--- config.mk ---
export PLATFORM = sky130hd
export DESIGN_NAME = rr_arbiter8
export DESIGN_NICKNAME = d
export VERILOG_FILES = /design/src/rtl/rr_arbiter8.sv
export SDC_FILE = /design/constraint.sdc
export NUM_CORES = 1
export LEC_CHECK = 0
export CORE_ASPECT_RATIO = 1.5
export CORE_MARGIN = 5
export CORE_UTILIZATION = 30
export CTS_BUF_LIST = sky130_fd_sc_hd__clkbuf_4
export DETAILED_ROUTE_END_ITERATION = 10
export HOLD_SLACK_MARGIN = 0.1
export SYNTH_ARGS = -nofsm -noshare
export SYNTH_HDL_FRONTEND = slang
export SYNTH_SLANG_ARGS = --single-unit
--- constraint.sdc ---
create_clock -name clk -period 4.3 [get_ports clk]
set_input_delay 0.86 -clock clk [delete_from_list [all_inputs] [get_ports clk]]
set_output_delay 0.86 -clock clk [all_outputs]
set_load 0.01 [all_outputs]
--- src/rtl/rr_arbiter8.sv ---
// rtl/rr_arbiter8.sv - eight-requester round-robin arbiter with registered binary grant
//
// Purpose:
//   Grants one of 2**IDX_W requesters at a time in round-robin order. The grant
//   is presented as a binary index plus valid so that a downstream 3-to-8
//   decoder can build the one-hot enables. Every grant is followed by at least
//   one idle cycle, so two decoded enables can never overlap.
//
// Ports:
//   clk            rising-edge clock
//   rst_n          asynchronous active-low reset
//   req            level-sensitive request vector, bit i = requester i
//   release_grant  current owner is done; only looked at while a grant is held
//   grant_valid    grant_idx is valid and owned
//   grant_idx      binary index of the current owner (decoder input)
//   timeout        one-cycle pulse in the first idle cycle after a grant was
//                  revoked by the MAX_HOLD limit
//
// Parameters:
//   IDX_W     grant index width; only 3 (eight requesters) is supported
//   MAX_HOLD  maximum consecutive grant_valid cycles per grant, 0 = unlimited

module rr_arbiter8 #(
  parameter int IDX_W    = 3,
  parameter int MAX_HOLD = 16
) (
  input  logic                    clk,
  input  logic                    rst_n,
  input  logic [(1<<IDX_W)-1:0]   req,
  input  logic                    release_grant,
  output logic                    grant_valid,
  output logic [IDX_W-1:0]        grant_idx,
  output logic                    timeout
);

  localparam int N    = 1 << IDX_W;
  // Counter only has to reach MAX_HOLD-1; keep at least one bit when unlimited.
  localparam int HC_W = (MAX_HOLD < 1) ? 1 : $clog2(MAX_HOLD + 1);
  localparam logic [HC_W-1:0] HOLD_LAST = (MAX_HOLD == 0) ? '0 : HC_W'(MAX_HOLD - 1);

  typedef enum logic {
    IDLE  = 1'b0,
    GRANT = 1'b1
  } state_t;

  state_t           state;
  logic [IDX_W-1:0] ptr;
  logic [HC_W-1:0]  hold_cnt;

  logic [IDX_W-1:0] winner;
  logic             found;
  logic [IDX_W-1:0] cand;

  logic             end_rel;
  logic             end_drop;
  logic             end_hold;

  // Scan ptr, ptr+1, ... with natural IDX_W-bit wrap; first set request wins.
  always_comb begin
    winner = ptr;
    found  = 1'b0;
    cand   = ptr;
    for (int i = 0; i < N; i++) begin
      cand = ptr + IDX_W'(i);
      if (!found && req[cand]) begin
        winner = cand;
        found  = 1'b1;
      end
    end
  end

  always_comb begin
    end_rel  = release_grant;
    end_drop = !req[grant_idx];
    end_hold = (MAX_HOLD != 0) && (hold_cnt == HOLD_LAST);
  end

  always_ff @(posedge clk or negedge rst_n) begin
    if (!rst_n) begin
      state       <= IDLE;
      ptr         <= '0;
      hold_cnt    <= '0;
      grant_valid <= 1'b0;
      grant_idx   <= '0;
      timeout     <= 1'b0;
    end else begin
      case (state)
        IDLE: begin
          // timeout only ever lives for the first idle cycle after a revocation.
          timeout <= 1'b0;
          if (found) begin
            grant_idx   <= winner;
            grant_valid <= 1'b1;
            hold_cnt    <= '0;
            state       <= GRANT;
          end
        end
        GRANT: begin
          if (end_rel || end_drop || end_hold) begin
            state       <= IDLE;
            grant_valid <= 1'b0;
            // Previous owner drops to lowest priority for the next round.
            ptr         <= grant_idx + IDX_W'(1);
            timeout     <= end_hold && !end_rel && !end_drop;
          end else begin
            timeout <= 1'b0;
            if (MAX_HOLD != 0) begin
              hold_cnt <= hold_cnt + HC_W'(1);
            end
          end
        end
        default: begin
          state       <= IDLE;
          grant_valid <= 1'b0;
          timeout     <= 1'b0;
        end
      endcase
    end
  end

endmodule

**Word-level counts from Yosys, hierarchy flattened**

Index checks and enable logic that the tools add are counted.

- Flip-flop bits (word level): 14
- Logic and storage cells: 97

- Add/subtract/negate cells: 9
- Order comparisons: 9
- Eq/ne operators: 4
- Multiplexer cells: 44
- Bitwise gates (word level): 1
- Reduce and logical (&&, ||, !) cells: 24

Operators by type and width:

| cell | number |
|---|---|
| $lt 3x4->1 const B | 9 |
| $bmux 1 s3 | 9 |
| $mux 1 | 22 |
| $mux 3 | 7 |
| $add 3x3->3 const B | 4 |
| $mux 5 | 2 |
| $pmux 5 s2 | 1 |
| $logic_and 1x1->1 | 9 |
| $logic_not 1->1 | 9 |
| $reduce_and 2->1 | 4 |
| $add 3x1->3 const B | 2 |
| $add 3x2->3 const B | 2 |
| $pmux 1 s2 | 3 |
| $add 5x1->5 const B | 1 |
| $eq 5x4->1 const B | 1 |
| $ne 2x2->1 const B | 2 |
| $logic_or 1x1->1 | 2 |
| $ne 2x1->1 const B | 1 |
| $not 1->1 | 1 |

**Logic depth before layout (Yosys ltp)**

- Word-level depth: 26
- Gate-level depth with buffers: 13
- Gate-level depth less buffers: 8

**Least setup slack after synthesis**

No wires, ideal clock.

- Kind: register to register
- From: reg ptr[1]
- To: reg grant_idx[1]
- Setup time: 0.126 ns
- Data arrival time: 2.831 ns
- Required time: 4.174 ns
- Path slack: 1.343 ns
- Stages on the path, launching flop included: 11
- Path buffers: 2
- Path through: dfrtp_1 -> clkbuf_2 -> clkinv_1 -> ha_1 -> buf_6 -> mux4_2 -> mux2_4 -> o32a_4 -> nor3_2 -> o32ai_1 -> a221o_1

- Word-level cells in the longest chain between the ends: 25
- Elaborated cells between the ends (all ways): 53

RTL lines:

| what | line | source |
|---|---|---|
| from (decl) | 47 | `logic [IDX_W-1:0] ptr;` |
| from (signal assigned) | 103 | `ptr <= grant_idx + IDX_W'(1);` |
| branches (longest 25 deep; another with $add 3x1->3) | -- |  |
| to (signal assigned) | 92 | `grant_idx <= winner;` |
| to (decl) | 32 | `output logic [IDX_W-1:0] grant_idx,` |

Parallel ways; which one is timed is not known. The select of a mux whose other input is x is not followed.
A chain may end at the register's enable or synchronous reset.

**Final worst setup path**

- From: reg ptr[1]
- To: reg grant_idx[0]

Same word-level chain as after synthesis.

==> results.md <==
- CTS clk-pin slew, worst paths: 0.09 ns
- Area growth from synthesis to layout: 10.2%
- Initial antenna violation count: 0
- Die Wd: approximately 71 um
- Pleak: about 0.74 nW
- VDD IR max: 0.513 mV
- Register Area: 350 um^2
- Reg-to-Reg Start: ptr[1]
- Top-count cell post-synth: dfrtp_1
- Dpl hpwl: between 3 and 4 mm
- H-tree Lvls: 1
- Starting density of the core: 0.308
- DR iter-0 viols: 61
- Slew Viols, Final: 0
- Final Hold Fails: 0
- Async SR Flop Fraction: 1.00
- Wire per inst: 17.3 um
- Clock Latency Late Sink: roughly 0.28 ns
- Arr. time, crit path: 3.55 ns
- First-pass GRT wire length: roughly 7.1 mm
- Fin crit share: 0.784
- Layout filler cell count: approximately 570
- Clk sinks: 14
- DIE HEIGHT: around 100 um
- Post-Syn Instances: 157
- Max Fanout on Critical Path: 14
- Root Driver: clkbuf_4
- Die area: roughly 0.0072 mm^2
- Worst Tran Pin Value: 0.703 ns
- Share of cells above drive strength 1: 0.166
- Synthesis Warnings: 0
- WL final: 4.13 mm
- Most frequent cells after synthesis: 14 x dfrtp_1, 11 x nand2_1, 10 x mux2i_1
- Hold Path Class: reg2reg
- Hold Crit Start: hold_cnt[4]
- Setup CP Type: reg2reg
- Post-synth top area share: 0.208
- Top cell type by total area after synthesis: dfrtp_1
- Max cap viols: 0
- Fin nets: 186
- Core Box Area: about 0.0055 mm^2
- Main flop type after synthesis: dfrtp_1
- Post-synthesis register bit count: 14
- Placer Congestion: 0.815
- Worst Reg-to-Reg Cells: 8
- Post-Place Worst Slack: 0.875 ns
- Critical R2R Capture: grant_idx[0]
- Setup Viol. Count Final: 0
- Top Ports: 16
- Drt via density: around 5.7
- DRT Pass-1 Iters: 4
- Num rows: 33
- CTS tree: yes
- Pwr/cell area: a little under 900 mW/mm^2
- Hold buffer count at cts: 0
- Hold endpoint: hold_cnt[4]
- Worst Slack Setup Final: 0.928 ns
- # resized after CTS: 0
- Post-DRT Antenna Nets: 0
- Synth area leaders: dfrtp_1 21%, mux4_2 12%, mux4_1 9.4%, mux2i_1 6.0%, ha_1 3.7%
- Setup bufs post-CTS: 0
- Placed cell count: about 240
- CP Capture Type: register
- Ant diodes: 0
- Fin crit period: around 3.4 ns
- Post-Synthesis Cell Area: between 0.0015 and 0.002 mm^2
- Mapped Nets: 173
- Setup_tns: 0 ns
- RSZ-0062 raised after global routing: no
- Max-slew headroom: 0.531
- Largest net degree at the start of global routing: 20
- Synthesized area per cell: around 11 um^2
- CP required: about 4.5 ns
- Highest clock rate: between 200 and 300 MHz
- Sequential share of the synthesized area: 0.208
- Residual DRC: 0
- Total vias in the final route: between 1000 and 1500
- Final setup skew: between 0.01 and 0.015 ns
- Status: complete, no violations
- Port Buf Inserts: 15
- Total grt overflow: 0
- Critical Path Start Type: register
- Yosys cell types: 50
- Gr usage total: 0.121
- Number of global-route vias before repair: ~1400
- Number of flops mapped to enable cells by yosys: 0
- CTS Buf Count: 3
- Longest Clk Path Bufs: 2
- Non-Filler Instances: 239
- Hold Path Cell Cnt: 2
- Setup slack, reg-to-reg: between 0.9 and 1 ns
- Area occupied by multi-input gates: roughly 0.0012 mm^2
flip-flops by register name (all words and copies together) (netlist names):
name and flops:
hold_cnt 5, grant_idx 3, ptr 3, grant_valid 1, state 1, timeout 1
metal layers:
metal,share of wire,GRT usage
met1,0.42,0.149
met2,0.52,0.212
met3,0.033,0.0139
met4,0.026,0.0521
met5,0,0
layout by cell type, fill, tap and decap left out, types with 2 or more instances in the layout:
cell type / count
nand2_1: 11
xor2_1: 2
clkbuf_4: 3
o31ai_1: 2
mux2i_1: 10
buf_4: 4
clkdlybuf4s50_1: 15
inv_1: 8
or3_1: 3
xnor2_1: 2
a2bb2oi_1: 2
mux2_2: 5
o21a_1: 2
dfrtp_1: 14
clkinv_1: 2
ha_1: 5
o21ai_0: 9
and3_1: 4
nor3_1: 5
mux4_2: 9
nand3b_1: 2
a21oi_1: 4
nor2_1: 8
a41oi_1: 2
nand3_1: 8
mux4_1: 6
report_power, final:
group	total [mW]	internal [mW]	switching, mW	leakage (nW)
clock network	0.0761	0.0336	0.0424	0.0154
registers	0.265	0.181	0.0844	0.178
logic	1.28	0.611	0.669	0.545
area by class of cell:
type,count,share of cell area
Inverter,9,0.0182
Timing Repair Buffer,19,0.0973
Sequential cell,14,0.189
Tap cell,70,0.0473
Clock inverter,1,0.00203
Multi-Input combinational cell,123,0.634
Clock buffer,3,0.0122
worst max path at each step:
stage | startpoint | depth (start not counted) | endpoint
after floorplan | ptr[1] | 10 | grant_idx[1]
after global routing | ptr[1] | 8 | grant_idx[0]
final | ptr[1] | 8 | grant_idx[0]
after detailed placement | req[6] | 7 | grant_idx[1]
after CTS | ptr[1] | 8 | grant_idx[1]
after global placement | req[6] | 7 | grant_idx[1]
cell families after synthesis:
| family | after synthesis | synth area share |
|---|---|---|
| AOI/OAI and AO/OA | 36 | 0.178 |
| xor gates and xnor gates | 4 | 0.0209 |
| adders and majority gates | 5 | 0.0372 |
| buffers and inverters | 20 | 0.0931 |
| DFF | 14 | 0.208 |
| muxes | 31 | 0.316 |
| and+or+nand+nor | 47 | 0.146 |
metrics by stage:
step / power (mW) / hold slack [ns] / area (um^2) / utilization
floorplan: 1.34 / 0.468 / 1680 / -
global placement: 1.54 / 0.486 / 1830 / 0.335
detailed placement: 1.54 / 0.491 / 1830 / 0.335
CTS: 1.63 / 0.513 / 1850 / 0.340
global route: 1.76 / 0.568 / 1850 / 0.340
finish: 1.62 / 0.504 / 1850 / 0.340
critical path: stages, from the launching register on:
cell and delay, ns:
dfrtp_1 0.35, clkinv_1 0.23, ha_1 0.76, mux4_2 0.59
mux2_4 0.31, o32a_4 0.40, o21ai_0 0.29, a21oi_1 0.11
o31ai_1 0.23
Power figures use the tool's default switching activity.
